[src/rtl/serial_cba_adder_if.sv]
// Start/done handshake and operand/result bundle for the digit-serial adder.
// The controller holds the master side and the adder holds the slave side.
interface serial_cba_adder_if #(
    parameter int WIDTH = 32
) ();
    logic             start;
    logic [WIDTH-1:0] a;
    logic [WIDTH-1:0] b;
    logic             cin;
    logic             busy;
    logic             done;
    logic [WIDTH-1:0] sum;
    logic             cout;
    logic             of;

    modport master (
        output start, a, b, cin,
        input  busy, done, sum, cout, of
    );

    modport slave (
        input  start, a, b, cin,
        output busy, done, sum, cout, of
    );
endinterface

[src/rtl/serial_cba_adder.sv]
// Digit-serial two's-complement adder: one DIGIT-wide carry-bypass slice reused
// over WIDTH/DIGIT cycles, LSB digit first, results published only at completion.
//
// state | meaning
// IDLE  | waiting for start; outputs hold the last result
// RUN   | one digit per edge through the slice; last digit publishes result
module serial_cba_adder #(
    parameter int WIDTH = 32,
    parameter int DIGIT = 8
) (
    input logic              clk,
    input logic              rst_n,
    serial_cba_adder_if.slave bus
);
    localparam int N  = WIDTH / DIGIT;
    localparam int CW = (N > 1) ? $clog2(N) : 1;
    localparam logic [CW-1:0] LAST = CW'(N - 1);

    typedef enum logic {IDLE, RUN} state_t;

    state_t           state_q, state_d;
    logic [WIDTH-1:0] a_q, a_d, b_q, b_d, acc_q, acc_d;
    logic             a_sign_q, a_sign_d, b_sign_q, b_sign_d;
    logic             carry_q, carry_d;
    logic [CW-1:0]    cnt_q, cnt_d;
    logic [WIDTH-1:0] sum_q, sum_d;
    logic             cout_q, cout_d, of_q, of_d, done_q, done_d;

    logic [DIGIT-1:0] dig_a, dig_b, dig_s;
    logic             slice_co;
    logic [WIDTH-1:0] acc_next;

    assign dig_a = a_q[DIGIT-1:0];
    assign dig_b = b_q[DIGIT-1:0];

    // Ripple inside the slice; when every bit propagates, the incoming carry
    // bypasses the chain straight to the slice carry-out.
    always_comb begin : slice
        logic [DIGIT:0] c;
        c     = '0;
        dig_s = '0;
        c[0]  = carry_q;
        for (int i = 0; i < DIGIT; i++) begin
            dig_s[i] = dig_a[i] ^ dig_b[i] ^ c[i];
            c[i+1]   = (dig_a[i] & dig_b[i]) | ((dig_a[i] ^ dig_b[i]) & c[i]);
        end
        slice_co = (&(dig_a ^ dig_b)) ? carry_q : c[DIGIT];
    end

    // New digit enters at the top so the last digit lands the sum in place.
    assign acc_next = WIDTH'({dig_s, acc_q} >> DIGIT);

    always_ff @(posedge clk or negedge rst_n) begin
        if (!rst_n) begin
            state_q  <= IDLE;
            a_q      <= '0;
            b_q      <= '0;
            acc_q    <= '0;
            a_sign_q <= 1'b0;
            b_sign_q <= 1'b0;
            carry_q  <= 1'b0;
            cnt_q    <= '0;
            sum_q    <= '0;
            cout_q   <= 1'b0;
            of_q     <= 1'b0;
            done_q   <= 1'b0;
        end else begin
            state_q  <= state_d;
            a_q      <= a_d;
            b_q      <= b_d;
            acc_q    <= acc_d;
            a_sign_q <= a_sign_d;
            b_sign_q <= b_sign_d;
            carry_q  <= carry_d;
            cnt_q    <= cnt_d;
            sum_q    <= sum_d;
            cout_q   <= cout_d;
            of_q     <= of_d;
            done_q   <= done_d;
        end
    end

    always_comb begin
        state_d  = state_q;
        a_d      = a_q;
        b_d      = b_q;
        acc_d    = acc_q;
        a_sign_d = a_sign_q;
        b_sign_d = b_sign_q;
        carry_d  = carry_q;
        cnt_d    = cnt_q;
        sum_d    = sum_q;
        cout_d   = cout_q;
        of_d     = of_q;
        done_d   = 1'b0;
        case (state_q)
            IDLE: begin
                if (bus.start) begin
                    a_d      = bus.a;
                    b_d      = bus.b;
                    a_sign_d = bus.a[WIDTH-1];
                    b_sign_d = bus.b[WIDTH-1];
                    carry_d  = bus.cin;
                    cnt_d    = '0;
                    acc_d    = '0;
                    state_d  = RUN;
                end
            end
            RUN: begin
                a_d     = a_q >> DIGIT;
                b_d     = b_q >> DIGIT;
                acc_d   = acc_next;
                carry_d = slice_co;
                cnt_d   = cnt_q + CW'(1);
                if (cnt_q == LAST) begin
                    sum_d   = acc_next;
                    cout_d  = slice_co;
                    of_d    = (a_sign_q == b_sign_q) && (acc_next[WIDTH-1] != a_sign_q);
                    done_d  = 1'b1;
                    cnt_d   = '0;
                    state_d = IDLE;
                end
            end
            default: state_d = IDLE;
        endcase
    end

    assign bus.busy = (state_q == RUN);
    assign bus.done = done_q;
    assign bus.sum  = sum_q;
    assign bus.cout = cout_q;
    assign bus.of   = of_q;
endmodule

[src/flat_wrapper.sv]
// flat-port wrapper written by rule: the top's interface ports become plain ports
module serial_cba_adder_flat 
#(
    parameter int WIDTH = 32,
    parameter int DIGIT = 8
)
  (clk, rst_n, bus_start, bus_a, bus_b, bus_cin, bus_busy, bus_done, bus_sum, bus_cout, bus_of);
  serial_cba_adder_if #(.WIDTH(WIDTH)) bus_i ();
  input logic clk;
  input logic rst_n;
  input wire logic [$bits(bus_i.start)-1:0] bus_start;
  input wire logic [$bits(bus_i.a)-1:0] bus_a;
  input wire logic [$bits(bus_i.b)-1:0] bus_b;
  input wire logic [$bits(bus_i.cin)-1:0] bus_cin;
  output wire logic [$bits(bus_i.busy)-1:0] bus_busy;
  output wire logic [$bits(bus_i.done)-1:0] bus_done;
  output wire logic [$bits(bus_i.sum)-1:0] bus_sum;
  output wire logic [$bits(bus_i.cout)-1:0] bus_cout;
  output wire logic [$bits(bus_i.of)-1:0] bus_of;
  assign bus_i.start = bus_start;
  assign bus_i.a = bus_a;
  assign bus_i.b = bus_b;
  assign bus_i.cin = bus_cin;
  assign bus_busy = bus_i.busy;
  assign bus_done = bus_i.done;
  assign bus_sum = bus_i.sum;
  assign bus_cout = bus_i.cout;
  assign bus_of = bus_i.of;
  serial_cba_adder #(.WIDTH(WIDTH), .DIGIT(DIGIT)) u_core (.clk(clk), .rst_n(rst_n), .bus(bus_i));
endmodule
[config.mk]
export PLATFORM = sky130hd
export DESIGN_NAME = serial_cba_adder_flat
export DESIGN_NICKNAME = d
export VERILOG_FILES = /design/src/rtl/serial_cba_adder_if.sv /design/src/rtl/serial_cba_adder.sv /design/src/flat_wrapper.sv
export SDC_FILE = /design/constraint.sdc
export NUM_CORES = 1
export LEC_CHECK = 0
export BUFFER_PORTS_ARGS = -buffer_cell sky130_fd_sc_hd__buf_2
export CORE_MARGIN = 2
export CORE_UTILIZATION = 55
export CTS_CLUSTER_SIZE = 25
export DETAILED_ROUTE_END_ITERATION = 16
export HOLD_SLACK_MARGIN = 0.1
export PLACE_DENSITY = 0.85
export SYNTH_ARGS = -nofsm -noshare
export SYNTH_HDL_FRONTEND = slang
export SYNTH_SLANG_ARGS = --single-unit
export TNS_END_PERCENT = 100
[constraint.sdc]
create_clock -name clk -period 11.5 [get_ports clk]
set_input_delay 0 -clock clk [delete_from_list [all_inputs] [get_ports clk]]
set_output_delay 0 -clock clk [all_outputs]
set_load 0.03 [all_outputs]
==> results_dict.tcl <==
set metrics [dict create \
    p_switching_mw 0.767 \
    p_leak_nw 3.86 \
    pwr-share-comb 0.361 \
    antenna_cells 0 \
    synth_top_cell_area_share 0.552 \
    critPathRequiredTime_ns 11.93 \
    synth-seq-cells 129 \
    crit_chain "fa_1 > inv_1 > fa_1 > fa_1 > fa_1 > fa_1 > fa_1 > fa_1 > inv_1 > fa_1 > and3b_1 > a21oi_1 > o21ai_0" \
    slew_headroom 0.183 \
    postSynthCellCount 476 \
    grt_pass1_vias 4628 \
    vdd_drop_max_uv 151 \
    place_ws_ns 7.06 \
    area.growth.synth_to_final_pct 32.2 \
    synthFlopType "dfrtp_1" \
    rows 37 \
    path_common_cell "fa_1" \
    grt_max_degree 129 \
    postSynthAreaPerCell_sq_um 12.3 \
    status "complete, no violations" \
    power.share.clock 0.257 \
    grt_pass1_wl_um 24000 \
    fmax_ghz 0.225 \
    cts-htree-levels 4 \
    power.total_mw 2.05 \
    syn-num-nets 561 \
    reg2reg_setup_slack_ns 7.05 \
    period_needed_ns 4.45 \
    antenna_left 0 \
    mostFrequentLayoutCells "dfrtp_1 (128), buf_2 (101), dlygate4sd3_1 (83), mux2i_1 (70), nand2_1 (70)" \
    end_kind "register" \
    io-pin-count 104 \
    wire_per_inst_um 18.3 \
    pwr-share-seq 0.383 \
    drt_iter0_drc 272 \
    final_nets 740 \
    critPathBufInv 2 \
    grt_antenna_before_repair 0 \
    fp.dieW_um 107 \
    final_util 0.750 \
    cts.reportedPaths.clkPinSlew_ns 0.06 \
    gp_congestion 0.821 \
    arrival_ns 4.88 \
    grt_overflow_total 0 \
    min_to "u_core.a_q[26]$_DFFE_PN0P_" \
    setup_viol 0 \
    intPower_mw 1.28 \
    crit_path_max_fanout 4 \
    tritoncts "built" \
    yosys_warnings 0 \
    critPathLaunchType "register" \
    drv_cap 0 \
    worstReg2RegEnd "u_core.bus.of$_DFFE_PN0P_" \
    numCtsBuffers 17 \
    root_buffer "clkbuf_8" \
    synth.distinct_cells 30 \
    reg2reg_from "u_core.b_q[0]$_DFFE_PN0P_" \
    synthArstFlopShare 1.00 \
    synth_area_sq_um 5850 \
    post-dp-hpwl_um 7790 \
    post-route-period-util 0.387 \
    io_buffers 103 \
    hp-start "bus_a[26]" \
    swShare 0.375 \
    vias_per_cell 5.34 \
    hold_viol 0 \
    ys_top_cells_by_area "dfrtp_1 (55%), mux2i_1 (12%), mux2_4 (5.9%)" \
    clk_latency_ns 0.51 \
    rsz0062_at_grt "no" \
    die_area_sq_um 11500 \
    pwr_density_cell_nw_per_um2 265 \
    routed_wl_um 14800 \
    worst-r2r-cell-count 13 \
    drc 0 \
    cts_max_path_buffers 2 \
    fin_ws_ns 7.05 \
    drtPass1Iterations 5 \
    cp_slowest_stage_delay_ns 0.48 \
    hold_depth 4 \
    placed_cells 688 \
    critical-path-top-delay-family "adder cells" \
    fillerInstances 590 \
    layoutNonFillerInstCount 804 \
    critPathKind "reg2reg" \
    yosysSeqAreaShare 0.552 \
    max_slew.worst_pin.slew_ns 1.23 \
    hold_class "in2reg" \
    drive_gt1_frac 0.257 \
    slew_violations 0 \
    grtUsageTotal 0.277 \
    fin_tns_setup_ns 0 \
    core_sq_um 10300 \
    cts_resized 0 \
    vias 4294 \
    yosysTopAreaCell "dfrtp_1" \
    layout_commonest_cell "dfrtp_1" \
    synth_edf_count 0 \
    initial_core_util 0.567 \
    finClkSkew_ns 0.0109 \
    die_h_um 107 \
    cpMaxStageDelayCell "fa_1" \
    cts_sinks 129 \
]
-- area by class of cell --
| cell class | count | area [sq um] | area share |
|---|---|---|---|
| timing repair buffer | 190 | 1400 | 0.181 |
| clock inverter | 12 | 134 | 0.0173 |
| clock buffer | 20 | 455 | 0.0589 |
| multi-input combinational | 301 | 2290 | 0.296 |
| inverter | 16 | 62.6 | 0.00808 |
| tap | 136 | 170 | 0.0220 |
| sequential | 129 | 3230 | 0.418 |
-- worst register-to-register path: stages, from the launching register on --
cell and delay [ns]:
dfrtp_1 0.39, fa_1 0.21, inv_1 0.06, fa_1 0.44
fa_1 0.46, fa_1 0.48, fa_1 0.48, fa_1 0.47
fa_1 0.42, inv_1 0.09, fa_1 0.45, and3b_1 0.24
a21oi_1 0.04, o21ai_0 0.13
-- timing repair --
item / 4_1_cts / 5_1_grt
buffers inserted: 0 / 0
hold buffers: 84 / 0
hold endpoints to repair: 117 / 0
-- worst max path at each step --
stage                               startpoint  cells past startpoint  slack [ns]                   endpoint
floorplan            u_core.b_q[0]$_DFFE_PN0P_                     13        7.30  u_core.bus.of$_DFFE_PN0P_
global placement    u_core.carry_q$_DFFE_PN0P_                     13        7.16  u_core.bus.of$_DFFE_PN0P_
detailed placement  u_core.carry_q$_DFFE_PN0P_                     13        7.06  u_core.bus.of$_DFFE_PN0P_
CTS                 u_core.carry_q$_DFFE_PN0P_                     13        7.04  u_core.bus.of$_DFFE_PN0P_
global route        u_core.carry_q$_DFFE_PN0P_                     13        6.90  u_core.bus.of$_DFFE_PN0P_
finish               u_core.b_q[0]$_DFFE_PN0P_                     13        7.05  u_core.bus.of$_DFFE_PN0P_
-- Yosys cell counts (5+ instances only) --
master,count
o21ai_0,20
mux2i_1,70
nor2_1,19
buf_12,5
ha_1,9
buf_6,5
inv_1,15
dfrtp_1,129
clkbuf_1,5
o21ai_1,45
buf_2,11
nand2_1,70
mux2_2,5
mux2_4,23
nand2b_1,9
a22o_1,11
fa_1,8
-- flip-flops by register name (all words and copies together) (netlist names), 2 cells and up --
| name | flops |
|---|---|
| u_core.b_q | 32 |
| u_core.a_q | 32 |
| u_core.cnt_q | 2 |
| u_core.bus.sum | 32 |
| u_core.acc_q | 24 |
-- stage by stage --
stage / hold slack [ns] / cell area (sq um)
finish: 0.286 / 7740
global route: 0.284 / 7740
CTS: 0.254 / 7740
detailed placement: -0.0694 / 6300
global placement: -0.0760 / 6300
floorplan: -0.296 / 5850
-- layer usage --
layer / global-route usage / vias to the layer above / share of wire
met5: 0 / - / 0
met4: 0.104 / 0 / 0.024
met3: 0.0669 / 31 / 0.045
met2: 0.492 / 152 / 0.53
met1: 0.325 / 2128 / 0.40
li1: - / 1983 / -
-- cells by family (layout without fill, tap and decap cells) --
group,Yosys count,count (layout),synth area share
flip-flops,129,129,0.552
adder cells (fa/ha/maj),17,17,0.0466
AND/OR/NAND/NOR,105,105,0.0778
buffers and inverters,46,238,0.0577
AO/OA/AOI/OAI,81,81,0.0780
multiplexers,98,98,0.188
-- power groups by stage --
stage	sequential [mW]	clock (mW)	combinational (mW)
after floorplan	0.846	0	0.426
after global placement	0.768	0	0.640
after detailed placement	0.779	0	0.672
after CTS	0.774	0.527	0.722
after global routing	0.805	0.549	0.803
final	0.784	0.525	0.738
No activity file was read; power rests on OpenSTA's default activity.
